--- src/rtl/uart_alu_frame_ctrl.sv ---
// Frame controller between the UART RX/TX FIFOs and the ALU.
// Parses HEADER | A[NB] | B[NB] | OP | CHK from the RX FIFO, drives the ALU,
// then streams NB result bytes plus their XOR (or ERR_CODE) into the TX FIFO.
module uart_alu_frame_ctrl #(
    parameter int         DATA_W      = 16,
    parameter int         OP_W        = 6,
    parameter logic [7:0] HEADER      = 8'hA5,
    parameter logic [7:0] ERR_CODE    = 8'hEE,
    parameter int         TIMEOUT_CYC = 100000
) (
    input  logic              clk,
    input  logic              rst,
    input  logic              rx_empty,
    input  logic [7:0]        rx_data,
    output logic              rd_uart,
    input  logic              tx_full,
    output logic [7:0]        tx_data,
    output logic              wr_uart,
    output logic [DATA_W-1:0] alu_a,
    output logic [DATA_W-1:0] alu_b,
    output logic [OP_W-1:0]   alu_op,
    input  logic [DATA_W-1:0] alu_res,
    output logic [2:0]        state,
    output logic              busy,
    output logic              frame_err,
    output logic [7:0]        frame_cnt,
    output logic [7:0]        err_cnt
);

    localparam int NB    = DATA_W / 8;
    localparam int IDX_W = $clog2(NB + 2);
    localparam int TO_W  = $clog2(TIMEOUT_CYC + 1);

    localparam logic [IDX_W-1:0] LAST_IDX = IDX_W'(NB - 1);
    localparam logic [IDX_W-1:0] CHK_IDX  = IDX_W'(NB);
    localparam logic [TO_W-1:0]  TO_LAST  = TO_W'(TIMEOUT_CYC - 1);

    typedef enum logic [2:0] {
        S_IDLE   = 3'd0,
        S_RX_A   = 3'd1,
        S_RX_B   = 3'd2,
        S_RX_OP  = 3'd3,
        S_RX_CHK = 3'd4,
        S_EXEC   = 3'd5,
        S_TX_RES = 3'd6,
        S_TX_ERR = 3'd7
    } state_t;

    state_t            cur_state;
    state_t            nxt_state;
    logic [IDX_W-1:0]  byte_idx;
    logic [DATA_W-1:0] shift_sr;
    logic [DATA_W-1:0] shifted;
    logic [DATA_W-1:0] res_sr;
    logic [7:0]        rx_chk;
    logic [7:0]        res_chk;
    logic [TO_W-1:0]   idle_cnt;
    logic              exec_wait;
    logic              in_rx;
    logic              timeout;
    logic              chk_bad;

    // XOR of all bytes of a result word, used as the response checksum.
    function automatic logic [7:0] xor_bytes(input logic [DATA_W-1:0] v);
        logic [7:0] acc;
        acc = 8'h00;
        for (int i = 0; i < NB; i++) begin
            acc = acc ^ v[i*8 +: 8];
        end
        return acc;
    endfunction

    assign in_rx   = cur_state inside {S_RX_A, S_RX_B, S_RX_OP, S_RX_CHK};
    // Reset gates the pop so no byte is consumed while the controller is held.
    assign rd_uart = (in_rx || cur_state == S_IDLE) && !rx_empty && !rst;
    assign wr_uart = (cur_state inside {S_TX_RES, S_TX_ERR}) && !tx_full;
    assign timeout = in_rx && !rd_uart && (idle_cnt == TO_LAST);
    assign chk_bad = (cur_state == S_RX_CHK) && rd_uart && (rx_data != rx_chk);
    assign shifted = (shift_sr << 8) | DATA_W'(rx_data);
    assign state   = cur_state;
    assign busy    = (cur_state != S_IDLE);

    // State register.
    always_ff @(posedge clk or posedge rst) begin
        // NOTE: sequential state uses non-blocking assignments so every register
        // samples pre-edge values, independent of block evaluation order.
        if (rst) cur_state <= S_IDLE;
        else     cur_state <= nxt_state;
    end

    // Next-state decode and TX byte selection.
    always_comb begin
        // NOTE: defaults first, so every path assigns every output and no latch is inferred.
        nxt_state = cur_state;
        tx_data   = 8'h00;
        case (cur_state)
            S_IDLE: begin
                if (rd_uart && rx_data == HEADER) nxt_state = S_RX_A;
            end
            S_RX_A: begin
                if (timeout)                             nxt_state = S_IDLE;
                else if (rd_uart && byte_idx == LAST_IDX) nxt_state = S_RX_B;
            end
            S_RX_B: begin
                if (timeout)                             nxt_state = S_IDLE;
                else if (rd_uart && byte_idx == LAST_IDX) nxt_state = S_RX_OP;
            end
            S_RX_OP: begin
                if (timeout)      nxt_state = S_IDLE;
                else if (rd_uart) nxt_state = S_RX_CHK;
            end
            S_RX_CHK: begin
                if (timeout)      nxt_state = S_IDLE;
                else if (rd_uart) nxt_state = chk_bad ? S_TX_ERR : S_EXEC;
            end
            S_EXEC: begin
                if (exec_wait) nxt_state = S_TX_RES;
            end
            S_TX_RES: begin
                tx_data = (byte_idx == CHK_IDX) ? res_chk : res_sr[DATA_W-1 -: 8];
                if (wr_uart && byte_idx == CHK_IDX) nxt_state = S_IDLE;
            end
            S_TX_ERR: begin
                tx_data = ERR_CODE;
                if (wr_uart) nxt_state = S_IDLE;
            end
            default: nxt_state = S_IDLE;
        endcase
    end

    // Inter-byte idle counter; only runs while inside a frame.
    always_ff @(posedge clk or posedge rst) begin
        if (rst)                             idle_cnt <= '0;
        else if (!in_rx || rd_uart || timeout) idle_cnt <= '0;
        else                                 idle_cnt <= idle_cnt + TO_W'(1);
    end

    // Byte position within the current operand field or response.
    always_ff @(posedge clk or posedge rst) begin
        if (rst) begin
            byte_idx <= '0;
        end else begin
            case (cur_state)
                S_IDLE, S_EXEC: byte_idx <= '0;
                S_RX_A, S_RX_B: begin
                    if (rd_uart) byte_idx <= (byte_idx == LAST_IDX) ? '0 : byte_idx + IDX_W'(1);
                end
                S_TX_RES: begin
                    if (wr_uart) byte_idx <= byte_idx + IDX_W'(1);
                end
                default: ;
            endcase
        end
    end

    // Operand assembly and running checksum; ALU inputs change only on a field's last byte.
    always_ff @(posedge clk or posedge rst) begin
        if (rst) begin
            shift_sr <= '0;
            rx_chk   <= 8'h00;
            alu_a    <= '0;
            alu_b    <= '0;
            alu_op   <= '0;
        end else if (rd_uart) begin
            case (cur_state)
                S_IDLE: begin
                    if (rx_data == HEADER) rx_chk <= 8'h00;
                end
                S_RX_A: begin
                    shift_sr <= shifted;
                    rx_chk   <= rx_chk ^ rx_data;
                    if (byte_idx == LAST_IDX) alu_a <= shifted;
                end
                S_RX_B: begin
                    shift_sr <= shifted;
                    rx_chk   <= rx_chk ^ rx_data;
                    if (byte_idx == LAST_IDX) alu_b <= shifted;
                end
                S_RX_OP: begin
                    rx_chk <= rx_chk ^ rx_data;
                    alu_op <= rx_data[OP_W-1:0];
                end
                default: ;
            endcase
        end
    end

    // Result capture one cycle into EXEC, then MSB-first shift-out during TX_RES.
    always_ff @(posedge clk or posedge rst) begin
        if (rst) begin
            exec_wait <= 1'b0;
            res_sr    <= '0;
            res_chk   <= 8'h00;
        end else begin
            case (cur_state)
                S_EXEC: begin
                    if (!exec_wait) begin
                        exec_wait <= 1'b1;
                    end else begin
                        exec_wait <= 1'b0;
                        res_sr    <= alu_res;
                        res_chk   <= xor_bytes(alu_res);
                    end
                end
                S_TX_RES: begin
                    if (wr_uart && byte_idx != CHK_IDX) res_sr <= res_sr << 8;
                end
                default: exec_wait <= 1'b0;
            endcase
        end
    end

    // Error pulse and good/error frame counters.
    always_ff @(posedge clk or posedge rst) begin
        if (rst) begin
            frame_err <= 1'b0;
            err_cnt   <= 8'h00;
            frame_cnt <= 8'h00;
        end else begin
            frame_err <= 1'b0;
            if (timeout || chk_bad) begin
                frame_err <= 1'b1;
                err_cnt   <= err_cnt + 8'd1;
            end
            if (cur_state == S_TX_RES && wr_uart && byte_idx == CHK_IDX) begin
                frame_cnt <= frame_cnt + 8'd1;
            end
        end
    end

endmodule

--- config.mk ---
export PLATFORM = sky130hd
export DESIGN_NAME = uart_alu_frame_ctrl
export DESIGN_NICKNAME = d
export VERILOG_FILES = /design/src/rtl/uart_alu_frame_ctrl.sv
export SDC_FILE = /design/constraint.sdc
export NUM_CORES = 1
export LEC_CHECK = 0
export BUFFER_PORTS_ARGS = -buffer_cell sky130_fd_sc_hd__buf_4
export CAP_MARGIN = 20
export CORE_UTILIZATION = 50
export CTS_CLUSTER_DIAMETER = 200
export DETAILED_ROUTE_END_ITERATION = 6
export PLACE_DENSITY_LB_ADDON = 0.05
export REMOVE_ABC_BUFFERS = 1
export SLEW_MARGIN = 20
export SYNTH_ARGS = -nofsm -noshare
export SYNTH_HDL_FRONTEND = slang
export SYNTH_SLANG_ARGS = --single-unit
--- constraint.sdc ---
create_clock -name clk -period 3.7 [get_ports clk]
set_input_delay 0.185 -clock clk [delete_from_list [all_inputs] [get_ports clk]]
set_output_delay 0.185 -clock clk [all_outputs]
set_load 0.1 [all_outputs]
# Yosys cells after proc, flatten, opt, wreduce, memory -nomap -nowiden

Cells that the tools add are included.

Register bits after elaboration: 118
Logic and storage cells: 116

Add/sub/neg operators: 4
Equality and inequality tests: 25
Mux-type cells: 29
Bitwise operators: 3
Reduce and logical (&&, ||, !) cells: 41

Operator list:

| cell                  | count |
|---|---|
| $mux 3                | 12 |
| $mux 16               | 2 |
| $pmux 16 s2           | 1 |
| $pmux 8 s2            | 2 |
| $pmux 3 s8            | 1 |
| $add 17x1->17 const B | 1 |
| $eq 17x17->1 const B  | 1 |
| $mux 17               | 1 |
| $add 8x1->8 const B   | 2 |
| $mux 8                | 2 |
| $or 16x8->16          | 1 |
| $xor 8x8->8           | 2 |
| $reduce_and 3->1      | 5 |
| $logic_and 1x1->1     | 13 |
| $eq 3x3->1 const B    | 4 |
| $ne 2x2->1 const B    | 6 |
| $eq 8x8->1 const B    | 1 |
| $mux 2                | 4 |
| $ne 8x8->1            | 1 |
| $reduce_and 8->1      | 1 |
| $eq 3x2->1 const B    | 2 |
| $ne 2x1->1 const B    | 3 |
| $ne 3x2->1 const B    | 2 |
| $ne 3x3->1 const B    | 2 |
| other kinds (16)      | 30 |

# Logic depth before layout (Yosys ltp)

Gate-level depths: netlist (run 1).

Depth after elaboration: 11
Gate-level depth with buffers: 8
Depth with buffers taken out: 7

# Worst setup path after synthesis (run 1)

OpenSTA, ideal clock, no wires.

Path kind: reg2out
Start point: register cur_state[2] (netlist: state[2])
End point: output port tx_data[0]
Arrival: 3.178 ns
Slack: 0.337 ns
Stages on the path, launching flop included: 6
Path through: dfrtp_1 -> buf_4 -> nand3b_1 -> buf_1 -> clkbuf_1 -> nor2_1

Cells in the longest elaborated chain, start to end: 2
Elaborated cells between the ends (all ways): 3
Classes of those cells: eq/ne (2); mux (1)

RTL lines:

| what                   | line | source |
|---|---|---|
| start, declared        | 49   | `state_t cur_state;` |
| start signal, assigned | 88   | `else cur_state <= nxt_state;` |
| $eq 3x3->1             | 96   | `case (cur_state)` |
| $pmux 8 s2 (*)         | 96   |  |
| end, declared          | 17   | `output logic [7:0] tx_data,` |

Mark *: on every way between the ends. The rest lies on a longest branch, timed or not.

# Worst setup path after layout (run 1)

Start point: register byte_idx[0]
End point: output port tx_data[6]

Cells in the longest elaborated chain, start to end: 3

RTL lines:

| what                   | line | source |
|---|---|---|
| start, declared        | 51   | `logic [IDX_W-1:0] byte_idx;` |
| start signal, assigned | 146  | `if (rd_uart) byte_idx <= (byte_idx == LAST_IDX) ? '0 : byte_idx + IDX_W'(1);` |
| start signal, assigned | 149  | `if (wr_uart) byte_idx <= byte_idx + IDX_W'(1);` |
| $eq 2x2->1             | 120  | `tx_data = (byte_idx == CHK_IDX) ? res_chk : res_sr[DATA_W-1 -: 8];` |
| $mux 8                 | 120  |  |
| $pmux 8 s2             | 96   |  |

Every way passes these cells.

==> results of run 1 <==
area by class of cell:
type | count | area, µm²
clock buffer | 21 | 449
clock inverter | 9 | 80.1
fill | 858 | 3380
inverter | 8 | 32.5
multi-input combinational | 350 | 2400
sequential | 118 | 2950
tap | 136 | 170
timing repair buffer | 125 | 1000
cells by family (layout without fill, tap and decap cells):
logic type                 count (synthesis)  after routing  share of synthesized area (%)
AOI/OAI and AO/OA                         79             79                           9.20
and+or+nand+nor                          164            164                           14.6
buffers and inverters                     31            163                           2.40
muxes                                     58             58                           11.7
DFF                                      118            118                           53.9
adders and majority gates                  6              6                           1.37
xor gates and xnor gates                  43             43                           6.87
cell usage in the layout, fill, tap and decap left out, types with 13 or more instances in the layout:
master / netlist / layout
nor2b_1: 13 / 13
dfrtp_1: 118 / 118
mux2_2: 47 / 47
buf_4: 1 / 100
xor2_1: 17 / 17
nand2_1: 55 / 55
clkbuf_16: 0 / 16
xnor2_1: 26 / 26
o21ai_0: 40 / 40
nor2_1: 42 / 42
nand3_1: 14 / 14
dlygate4sd3_1: 0 / 25
per-layer routing:
layer | wire length [µm] | vias up
li1 | - | 1970
met1 | 5360 | 1997
met2 | 5830 | 83
met3 | 471 | 12
met4 | 118 | 0
met5 | 0 | -
sequential cells by signal (all words and copies together) (netlist names), 16 cells and up:
register and cells:
alu_a 16, alu_b 16, idle_cnt 17, res_sr 16
per-stage QoR:
stage	utilization, %	setup WS, ns	instance area, µm²	cells
floorplan	-	0.0568	5380	476
CTS	67.7	1.13	7080	767
detailed placement	60.2	1.24	6300	712
global placement	60.2	1.30	6300	712
finish	67.7	1.14	7090	767
global route	67.7	0.880	7090	767
repair_timing:
item / in CTS / in global routing
setup endpoints to repair: 0 / 0
hold buffers: 25 / 0
hold endpoints to repair: 112 / 0
worst max-delay path, cell delays in order (launching register included):
cell	delay, ns
dfrtp_1	0.40
inv_1	0.09
ha_1	0.62
nor2b_1	0.12
a211oi_1	0.30
nor2_1	0.08
buf_4	0.24
path summary, 6_finish.rpt:
path	start	endpoint	slack [ns]	depth (start not counted)
max in group asynchronous	rst	byte_idx[0]	2.47	4
hold / removal	tx_full	frame_cnt[0]	0.11	3
setup / recovery	byte_idx[0]	tx_data[6]	1.14	6
min in group asynchronous	rst	idle_cnt[10]	0.33	3
hold reg to reg	res_sr[1]	res_sr[1]	0.47	2
setup reg to reg	state[0]	res_sr[15]	1.21	4
synthesized netlist by cell type, drive strengths merged, types with 2 or more instances:
master / count
buf: 9
o21ai: 41
or2: 2
o21bai: 2
o2111ai: 4
ha: 6
nand2: 55
clkbuf: 14
a211oi: 9
and4: 2
a21oi: 7
nor2b: 13
nand4: 6
nand3: 14
nor3b: 2
mux2i: 10
dfrtp: 118
nor3: 4
or3: 3
xor2: 17
mux2: 48
xnor2: 26
nor4: 3
nor2: 44
and3: 8
a21o: 6
inv: 8
power by group:
group	internal, mW	switching, mW
Sequential	1.66	0.293
Clock	0.911	0.557
Combinational	0.739	2.06
Total	3.31	2.91
==> results.json, run 1 <==
{
  "fmax_mhz": 390,
  "cp_max_fo": 18,
  "use_met1_pct": 29.0,
  "yosysSeqAreaShare_pct": 53.9,
  "hold_viol": 0,
  "root_buffer": "clkbuf_8",
  "cts_tree": "done",
  "drt_pass1_iterations": 4,
  "drt_wl_total_um": 11800,
  "start_util_pct": 52.4,
  "path_class": "flip-flop to output pin",
  "die_x_um": 107,
  "finalPower_mw": 6.22,
  "max-slew-margin-rel_pct": 33.9,
  "ir_drop_mv": 0.536,
  "cts.path.max_buffers": 2,
  "final_nets": 654,
  "setup_violations": 0,
  "use_met2_pct": 37.8,
  "dr.first_iter.drc_count": 194,
  "synth.distinct_cells": 54,
  "area_growth_pct": 29.3,
  "syn_inst": 499,
  "yosysTopAreaCell": "dfrtp_1",
  "synth_top_area_share_pct": 53.9,
  "die_y_um": 107,
  "synth_ff_type": "dfrtp_1",
  "grt_overflow": 0,
  "core_area_um2": 10500,
  "synth-seq-cells": 118,
  "ioPinCount": 97,
  "ant_nets": 0,
  "slew_viol_final": 0,
  "grt.busiest_layer": "met2",
  "status": "finished clean",
  "syn_area_per_cell_um2": 11.0,
  "vias": 4062,
  "antenna_found_initial": 0,
  "p_leak_nw": 3.44,
  "place_hpwl_um": 7750,
  "gp_congestion": 0.717,
  "synth.area.top_cells": "dfrtp_1 (54%), mux2_2 (9.7%), xnor2_1 (4.2%)",
  "clock_sinks": 118,
  "die_area_um2": 11400,
  "layout-drive-gt1-share_pct": 29.3,
  "min_path_type": "input port to flip-flop",
  "finClkSkew_ns": 0.00622,
  "critPathLaunchType": "flip-flop",
  "cts-resized-gates": 0,
  "async_flop_share_pct": 100,
  "min_period_ns": 2.56,
  "max_slew.worst_pin.slew_ns": 0.985,
  "cts_inserted_buffers": 17,
  "htree_num_levels": 4,
  "yosys_warnings": 0,
  "rsz0062_at_grt": "no",
  "portBuffers": 96,
  "syn-cell-area_um2": 5480,
  "rows": 37,
  "drv_cap": 0,
  "diodes": 0,
  "grt_use_met3_pct": 6.50,
  "hold_slack_ns": 0.107,
  "post_drt_wl_per_cell_um": 15.4,
  "post_cts_buffers": 0,
  "worstPathArrival_ns": 2.38,
  "power.density_nw_per_um2": 877,
  "fin_tns_setup_ns": 0,
  "avgViaCountPerCell": 5.30,
  "grt_use_total_pct": 22.9,
  "grt_pass1_vias": 4185,
  "path_clk_slew_ns": 0.05,
  "grt_pass1_wl_um": 20400,
  "drcViolationCount": 0,
  "fin_crit_sh_pct": 69.2,
  "grt_max_degree": 54,
  "clk-insertion-delay-late_ns": 0.51,
  "end_kind": "output pin",
  "worst_ep_required_time_ns": 3.51,
  "synth_edf_count": 0
}
Note: power is estimated with default switching activity, not from simulation.
==> run 2, diff against run 1 <==
Clock period 3.7 ns to 2.2 ns, I/O delays scaled along.
==> results.json, run 2 (synthesis gave the netlist of run 1 again) <==
{
  "status": "finished clean",
  "reg2reg_slack_ns": 0.17,
  "cpMostUsedCell": "buf_4",
  "final_nets": 668,
  "cts.path.max_buffers": 2,
  "htree_num_levels": 4,
  "finClkSkew_ns": 0.00774,
  "drt_wl_total_um": 11900,
  "rows": 37,
  "worstPathArrival_ns": 1.99,
  "finalPower_mw": 10.8,
  "final_common_cell": "dfrtp_1",
  "root_buffer": "clkbuf_8",
  "cp_slowest_stage_delay_ns": 0.39,
  "final_cell_mix": "dfrtp_1 (118), buf_4 (108), nand2_1 (55), mux2_2 (47), nor2_1 (42)",
  "hold_viol": 0,
  "setup_violations": 0,
  "start_util_pct": 52.4,
  "fmax_mhz": 477,
  "grt_max_degree": 51,
  "cts_inserted_buffers": 17,
  "die_y_um": 107,
  "top_register": "idle_cnt",
  "grt_use_total_pct": 22.4,
  "diodes": 0,
  "crit_slowest_cell": "dfrtp_1",
  "vias": 4100,
  "dr.first_iter.drc_count": 177,
  "layout-drive-gt1-share_pct": 31.5,
  "drv_cap": 0,
  "cp_max_fo": 15,
  "path_clk_slew_ns": 0.05,
  "max_slew.worst_pin.slew_ns": 0.945,
  "antenna_found_initial": 0,
  "fin_crit_sh_pct": 95.3,
  "worst_ep_required_time_ns": 2.09,
  "ir_drop_mv": 0.924,
  "ioPinCount": 97,
  "ant_nets": 0,
  "clock_sinks": 118,
  "design_area_um2": 7280,
  "rsz0062_at_grt": "no",
  "min_period_ns": 2.10,
  "place_hpwl_um": 7860,
  "place_area_um2": 6420,
  "clk-insertion-delay-late_ns": 0.51,
  "post_cts_buffers": 0,
  "p_leak_nw": 3.54,
  "cts_tree": "done",
  "path_class": "flip-flop to output pin",
  "critPathLaunchType": "flip-flop",
  "grt_pass1_wl_um": 19900,
  "largest_register_ffs": 17,
  "core_area_um2": 10500,
  "die_area_um2": 11400,
  "grt_pass1_vias": 4093,
  "end_kind": "output pin",
  "power.density_nw_per_um2": 1480,
  "max-slew-margin-rel_pct": 36.5,
  "portBuffers": 96,
  "min_path_type": "input port to flip-flop",
  "crit_chain": "buf_4, nand3b_1, buf_4, nor2_1, buf_4",
  "post_drt_wl_per_cell_um": 15.2,
  "drt_pass1_iterations": 4,
  "fillers": 795,
  "slew_viol_final": 0,
  "grt_overflow": 0,
  "gp_congestion": 0.797,
  "area_growth_pct": 32.8,
  "drcViolationCount": 0,
  "avgViaCountPerCell": 5.24,
  "die_x_um": 107
}
-- run 2: final cells by class --
cell class | instances | area [µm²] | area share (%)
Sequential cell | 118 | 2950 | 40.6
Clock buffer | 23 | 467 | 6.41
Timing Repair Buffer | 139 | 1140 | 15.6
Clock inverter | 9 | 100 | 1.38
Inverter | 8 | 32.5 | 0.447
Tap cell | 136 | 170 | 2.34
Multi-Input combinational cell | 350 | 2420 | 33.2
-- run 2: metrics by stage --
stage	setup TNS, ns	util, %	hold WS, ns	setup WS (ns)	std cells
global route	0	69.6	0.137	0.0173	783
global placement	0	61.3	0.253	0.196	726
finish	0	69.6	0.130	0.104	783
CTS	0	69.3	0.115	0.0148	783
detailed placement	0	61.3	0.255	0.164	726
floorplan	-169.90	-	0.243	-1.37	476
-- run 2: what timing repair did --
item                       CTS  global route
gates cloned                 0             0
hold buffers                25             0
hold endpoints to repair   109             0
setup endpoints to repair    6             7
resized for setup            3             8
-- run 2: power breakdown --
group / leakage (nW) / switching, mW / internal [mW]
registers: 1.52 / 0.407 / 2.79
clock network: 0.278 / 0.931 / 1.69
logic: 1.74 / 3.58 / 1.35
total: 3.54 / 4.92 / 5.83
-- run 2: final timing paths --
check	end	cells after the start	start
min reg2reg	res_sr[4]	2	res_sr[4]
min in group asynchronous	rx_chk[0]	3	rst
max reg2reg	state[1]	6	idle_cnt[0]
max in group asynchronous	res_chk[0]	4	rst
max	tx_data[4]	5	state[0]
min	frame_cnt[0]	4	tx_full
-- run 2: routing by layer --
layer  track usage (%)  wire [µm]  vias to the layer above
met2              37.4       6010                       89
met5                 0          0                        -
met4              7.34        155                        0
met3              5.90        459                       13
li1                  -          -                     2005
met1              28.3       5310                     1993
-- run 2: critical path: cells and delay by family, from the launching register on --
| kind | cells | cell delay [ns] |
|---|---|---|
| buf+inv | 3 | 0.73 |
| flops | 1 | 0.39 |
| simple gates | 2 | 0.36 |
